==> src/rtl/fifo_pkt_writer.sv <==
// fifo_pkt_writer: frames an upstream beat stream as header/payload/checksum-trailer words into an async FIFO.
module fifo_pkt_writer #(
  parameter int DATA_WIDTH = 8,
  parameter int MAX_LEN    = 64
) (
  input  logic                  wclk,
  input  logic                  wrst_n,
  input  logic                  s_valid,
  input  logic [DATA_WIDTH-1:0] s_data,
  input  logic                  s_last,
  output logic                  s_ready,
  output logic                  fifo_wen,
  output logic [DATA_WIDTH-1:0] fifo_wdata,
  input  logic                  fifo_wfull,
  output logic                  pkt_done,
  output logic                  len_err
);
  localparam int CW = $clog2(MAX_LEN + 1);
  typedef enum logic [1:0] {IDLE, HDR, DATA, TRL} state_t;
  state_t                state, state_nxt;
  logic [DATA_WIDTH-1:0] seq, csum;
  logic [CW-1:0]         cnt;
  logic                  acc, last_beat;
  assign acc       = state == DATA && s_valid && !fifo_wfull;
  assign last_beat = s_last || cnt == CW'(MAX_LEN - 1);
  always_ff @(posedge wclk or negedge wrst_n)
    if (!wrst_n) state <= IDLE;
    else         state <= state_nxt;
  always_comb
    state_nxt = state == IDLE ? (s_valid ? HDR : IDLE) :
                state == HDR  ? (fifo_wfull ? HDR : DATA) :
                state == DATA ? (acc && last_beat ? TRL : DATA) :
                                (fifo_wfull ? TRL : IDLE);
  always_comb begin
    s_ready    = state == DATA && !fifo_wfull;
    fifo_wen   = !fifo_wfull && (state == HDR || state == TRL || (state == DATA && s_valid));
    pkt_done   = state == TRL && !fifo_wfull;
    fifo_wdata = state == HDR  ? seq :
                 state == DATA ? s_data :
                 state == TRL  ? csum : '0;
  end
  // Truncation is a MAX_LEN-th beat that upstream did not mark last.
  always_ff @(posedge wclk or negedge wrst_n)
    if (!wrst_n) begin
      seq     <= '0;
      csum    <= '0;
      cnt     <= '0;
      len_err <= 1'b0;
    end else if (state == HDR && !fifo_wfull) begin
      seq  <= seq + 1'b1;
      csum <= '0;
      cnt  <= '0;
    end else if (acc) begin
      csum <= csum ^ s_data;
      cnt  <= cnt + 1'b1;
      if (last_beat && !s_last) len_err <= 1'b1;
    end
endmodule

==> config.mk <==
export PLATFORM = sky130hd
export DESIGN_NAME = fifo_pkt_writer
export DESIGN_NICKNAME = d
export VERILOG_FILES = /design/src/rtl/fifo_pkt_writer.sv
export SDC_FILE = /design/constraint.sdc
export NUM_CORES = 1
export LEC_CHECK = 0
export CORE_MARGIN = 10
export CORE_UTILIZATION = 52
export CTS_CLUSTER_DIAMETER = 50
export DETAILED_ROUTE_END_ITERATION = 12
export DONT_BUFFER_PORTS = 1
export HOLD_SLACK_MARGIN = 0.12
export PLACE_DENSITY = 0.67
export SLEW_MARGIN = 15
export SYNTH_ARGS = -nofsm -noshare
export SYNTH_HDL_FRONTEND = slang
export SYNTH_SLANG_ARGS = --single-unit
==> constraint.sdc <==
create_clock -name wclk -period 2.8 [get_ports wclk]
set_input_delay 0.7 -clock wclk [delete_from_list [all_inputs] [get_ports wclk]]
set_output_delay 0.7 -clock wclk [all_outputs]
set_load 0.02 [all_outputs]
==> Word-level counts from Yosys, hierarchy flattened <==
Cells that the tools add are included.
{ "classes": {"n_addsub": 2, "mul": 0, "div_mod_pow": 0, "magnitude_cmp": 0, "n_eq_ne": 4, "shift": 0, "muxes": 14, "bitwise_logic": 2, "n_reduce_logical": 16} }
{ "op_table": {"columns": ["operator", "count"], "rows": [
  ["$mux 8", 5],
  ["$mux 7", 2],
  ["$mux 2", 5],
  ["$add 8x1->8 const B", 1],
  ["$logic_and 1x1->1", 8],
  ["$xor 8x8->8", 1],
  ["$add 7x1->7 const B", 1],
  ["$eq 7x6->1 const B", 1],
  ["$eq 2x2->1 const B", 2],
  ["$logic_or 1x1->1", 3],
  ["$reduce_and 3->1", 1],
  ["$eq 2x1->1 const B", 1],
  ["$logic_not 1->1", 2],
  ["$logic_not 2->1", 1],
  ["$mux 1", 2],
  ["$reduce_bool 2->1", 1],
  ["$not 1->1", 1]
]} }
{ "word_totals": {"register_bits": 26, "latchBits": 0, "mem_bits_rw": 0, "mem_bits_ro": 0, "in_bits": 13, "out_inout_bits": 12, "word_cells": 43, "n_memories": 0} }

==> Logic depth before layout (Yosys ltp) <==
{ "depth": {"ltp_word": 8, "ltp_mapped": 5, "depth_no_buf": 4} }

==> Worst setup path before layout <==
OpenSTA, ideal clock, no wires.
{ "synth_path": {"kind": "flip-flop to output port", "start": "register state[1]", "end": "output fifo_wdata[0]", "arrival_time_ns": 1.247, "required_time_ns": 2.100, "path_slack_ns": 0.853, "path_stages_with_launch": 4, "path_buffers": 1, "cell_sequence": "dfrtp_1 > buf_2 > mux2_2 > a22o_1"} }
{ "synth_via": {"elab_chain_cells": 4, "elab_cells_between_ends": 6, "classes_between": "eq/ne (3); mux (3)"} }
{ "synth_rtl": {"columns": ["item", "line_no", "source"], "rows": [
  ["from (decl)", "20", "state_t state, state_nxt;"],
  ["from (signal assigned)", "28", "else state <= state_nxt;"],
  ["$eq 2x2->1", "40", "state == TRL ? csum : '0;"],
  ["$mux 8", "40", null],
  ["$mux 8", "39", "state == DATA ? s_data :"],
  ["$mux 8 *", "38", "fifo_wdata = state == HDR ? seq :"],
  ["to (decl)", "13", "output logic [DATA_WIDTH-1:0] fifo_wdata,"]
]} }
Every way passes the cells marked *; elsewhere a longest branch is shown, timed or not.

==> Final worst setup path <==
Ends and elaborated chain as after synthesis.

==> metrics <==
startpoint types=flip-flop; Die Y=around 72 µm; antenna violations before repair=0; Tmin final=2500 ps; Combinational Power Share=around two fifths; Synth Area in Adders=1.77%; Initial Utilization=between 50% and 60%; Netlist cell types=30; Post-DP HPWL=2.12 mm; GRT met1 Usage=between 10% and 20%; Synth top area share=between 40% and 50%; Mean Syn Cell Area=9.98 µm²; syn nets=157; drt drc=0; Crit Reg-Reg Endpoint=cnt[6]$_DFFE_PN0P_; CP Capture Type=output port; VDD IR-drop max=0.566 mV; CTS buffer count=3; internal power=0.869 mW; # Post-CTS Setup Buffers=0; fmax=~400 MHz; Synth top cells by count=26 x dfrtp_1, 15 x a21oi_1, 12 x o21ai_0; Area contributors post-synth=dfrtp_1 46%, mux2_2 7.1%, a21oi_1 5.3%; sw frac=38.6%; post-synthesis register bit count=26; clk buf depth=2; routability congestion estimate from global placement=0.808; clk sinks=26; setup_tns=0 ps; vias in the first global route=between 900 and 1000; endpoints failing hold=0; EDFF count, synth=0; IO Port Bufs=0; HP Class=input pin to asynchronous set/reset pin; Root Driver=clkbuf_4; fraction of registers with async set/reset=100%; Clock Skew=8.52 ps; status=completed; antenna fix cells=0; Top Usage Layer GRT=met2; fin nets=160; Synth Flop Type=dfrtp_1; R2R Path Start=state[0]$_DFF_PN0_; max-cap violations=0; Filler cells=219; Ports=25; setup violators final=0; worst reg-to-reg setup slack=930 ps; Initial DRT Pass Iterations=4; Die Width=72.2 µm; routed vias=between 1000 and 1500; vias per std cell=6.03; Layout area overhead=7.59%; pwr dens=around 930 nW/µm²; Row Count=18; clock tree from TritonCTS=yes; met3 global-route usage=3.40%; share of cells above drive strength 1=between 15 and 20%; WS Path Type=flip-flop to output port; GRT Total Usage=11.8%; worst skew pair latency=330 ps; Reg power frac=41.3%; Final Cycle Share=89.4%; Antenna Nets Post-Route=0; grt total ovfl=0; CP Data Arrival Time=1800 ps; leading area contributor after synthesis=dfrtp_1; Clk pin slew, worst setup/hold paths=150 ps; Compound-Gate Fraction of Synth Area=16.6%; H-Tree Depth=1; Iteration-0 DRC Markers=56; RSZ-0062 raised after global routing=false; first-pass GRT wire length=approximately 5.0 mm; final wirelength=around 2.9 mm; main combinational cell family by area after synthesis=simple AND/OR/NAND/NOR gates; most common cell in the netlist=dfrtp_1; pin count of the biggest net entering global routing=28; cell area after synthesis=about 1400 µm²; actual slew at the worst max-slew pin=635 ps; post_cts resized=0; clock share of power=18.6%; register area share after synthesis=45.9%; post-synthesis simple-gate area fraction=17.7%; Yosys Warn Count=0; Cells after Synth=142; post-synthesis mux area share=7.15%; Synth Area in XOR/XNOR=5.56%; CP max FO=8; DIE AREA=5210 µm²; met2 usage=18.1%; Net Switching=approximately 0.55 mW; post-DR wirelength/cell=16.9 µm; Leak Pwr=0.678 nW; Overall Power=~1.4 mW; Slew Viols, Final=0; worst r2r path cells=4; Max-slew headroom=between 50 and 60%; Core Region=2540 µm²; WP data required=2100 ps
[metrics by stage]
step / hold slack [ps] / util, % / cells / cell area, µm² / setup WS (ps)
global route: 141 / 59.9 / 174 / 1530 / 118
finish: 157 / 59.9 / 174 / 1530 / 297
CTS: 154 / 59.9 / 174 / 1530 / 248
detailed placement: 405 / 57.1 / 169 / 1450 / 638
global placement: 405 / 57.1 / 169 / 1450 / 686
floorplan: 404 / - / 142 / 1420 / 853
[worst max-delay path by stage]
stage | end | slack [ps] | cells past startpoint | startpoint
6_report | fifo_wdata[0] | 300 | 3 | state[1]$_DFF_PN0_
5_1_grt | fifo_wdata[2] | 120 | 3 | state[1]$_DFF_PN0_
4_1_cts | fifo_wdata[0] | 250 | 3 | state[1]$_DFF_PN0_
3_5_place_dp | fifo_wdata[0] | 640 | 3 | state[1]$_DFF_PN0_
3_3_place_gp | fifo_wdata[0] | 690 | 3 | state[1]$_DFF_PN0_
2_1_floorplan | fifo_wdata[0] | 850 | 3 | state[1]$_DFF_PN0_
[kinds of logic (layout without fill, tap and decap cells)]
| kind of cell | count (synthesis) | count (layout) |
|---|---|---|
| compound gates | 39 | 39 |
| mux | 9 | 9 |
| fa+ha+maj | 2 | 2 |
| xor+xnor | 9 | 9 |
| flops | 26 | 26 |
| buf+inv | 17 | 19 |
| simple gates | 40 | 40 |
[critical path, stage by stage (launching register included)]
cell and delay (ps):
dfrtp_1 490, inv_1 110, nor2_1 490, a22o_1 380
[what timing repair did]
item / 4_1_cts / 5_1_grt
setup endpoints to repair: 0 / 0
hold buffers: 1 / 0
endpoints found under the hold margin: 26 / 0
[routing by layer]
layer / part of all wire, % / vias up
met3: 6.0 / 4
met1: 46 / 508
met5: 0 / -
met2: 47 / 18
met4: 1.3 / 0
li1: - / 520
[final cells by class]
cell class                 count  area, µm²  share of cell area [%]
clock inverter                 1       30.0                    1.97
clock buffer                   3       22.5                    1.48
tap                           30       37.5                    2.46
sequential                    26        651                    42.7
multi-input combinational     99        697                    45.7
timing repair buffer           5       50.0                    3.28
inverter                      10       37.5                    2.46
[layout by cell type (no fill, tap or decap), types with 2 or more instances in the layout]
| cell | synthesis | final |
|---|---|---|
| buf_4 | 0 | 4 |
| dfrtp_1 | 26 | 26 |
| nand4_1 | 3 | 3 |
| o21ai_0 | 12 | 12 |
| xnor2_1 | 5 | 5 |
| inv_1 | 10 | 10 |
| ha_1 | 2 | 2 |
| nor3_1 | 3 | 3 |
| nand2_1 | 7 | 7 |
| xor2_1 | 4 | 4 |
| nand3_1 | 2 | 2 |
| or3_1 | 11 | 11 |
| o31ai_1 | 2 | 2 |
| a22o_1 | 8 | 8 |
| nor2_1 | 5 | 5 |
| clkbuf_4 | 0 | 3 |
| a21oi_1 | 15 | 15 |
| mux2_2 | 9 | 9 |
[flip-flops by register name, summed over array words and instances, names as in the netlist]
name and count:
state 2, len_err 1, seq 8, csum 8, cnt 7
[power by group through the flow]
stage	clock network [mW]	logic, mW	registers [mW]
2_1_floorplan	0	0.479	0.566
3_3_place_gp	0	0.558	0.589
3_5_place_dp	0	0.568	0.594
4_1_cts	0.271	0.582	0.586
5_1_grt	0.282	0.637	0.606
6_report	0.263	0.567	0.584
No activity file was read; power rests on OpenSTA's default activity.
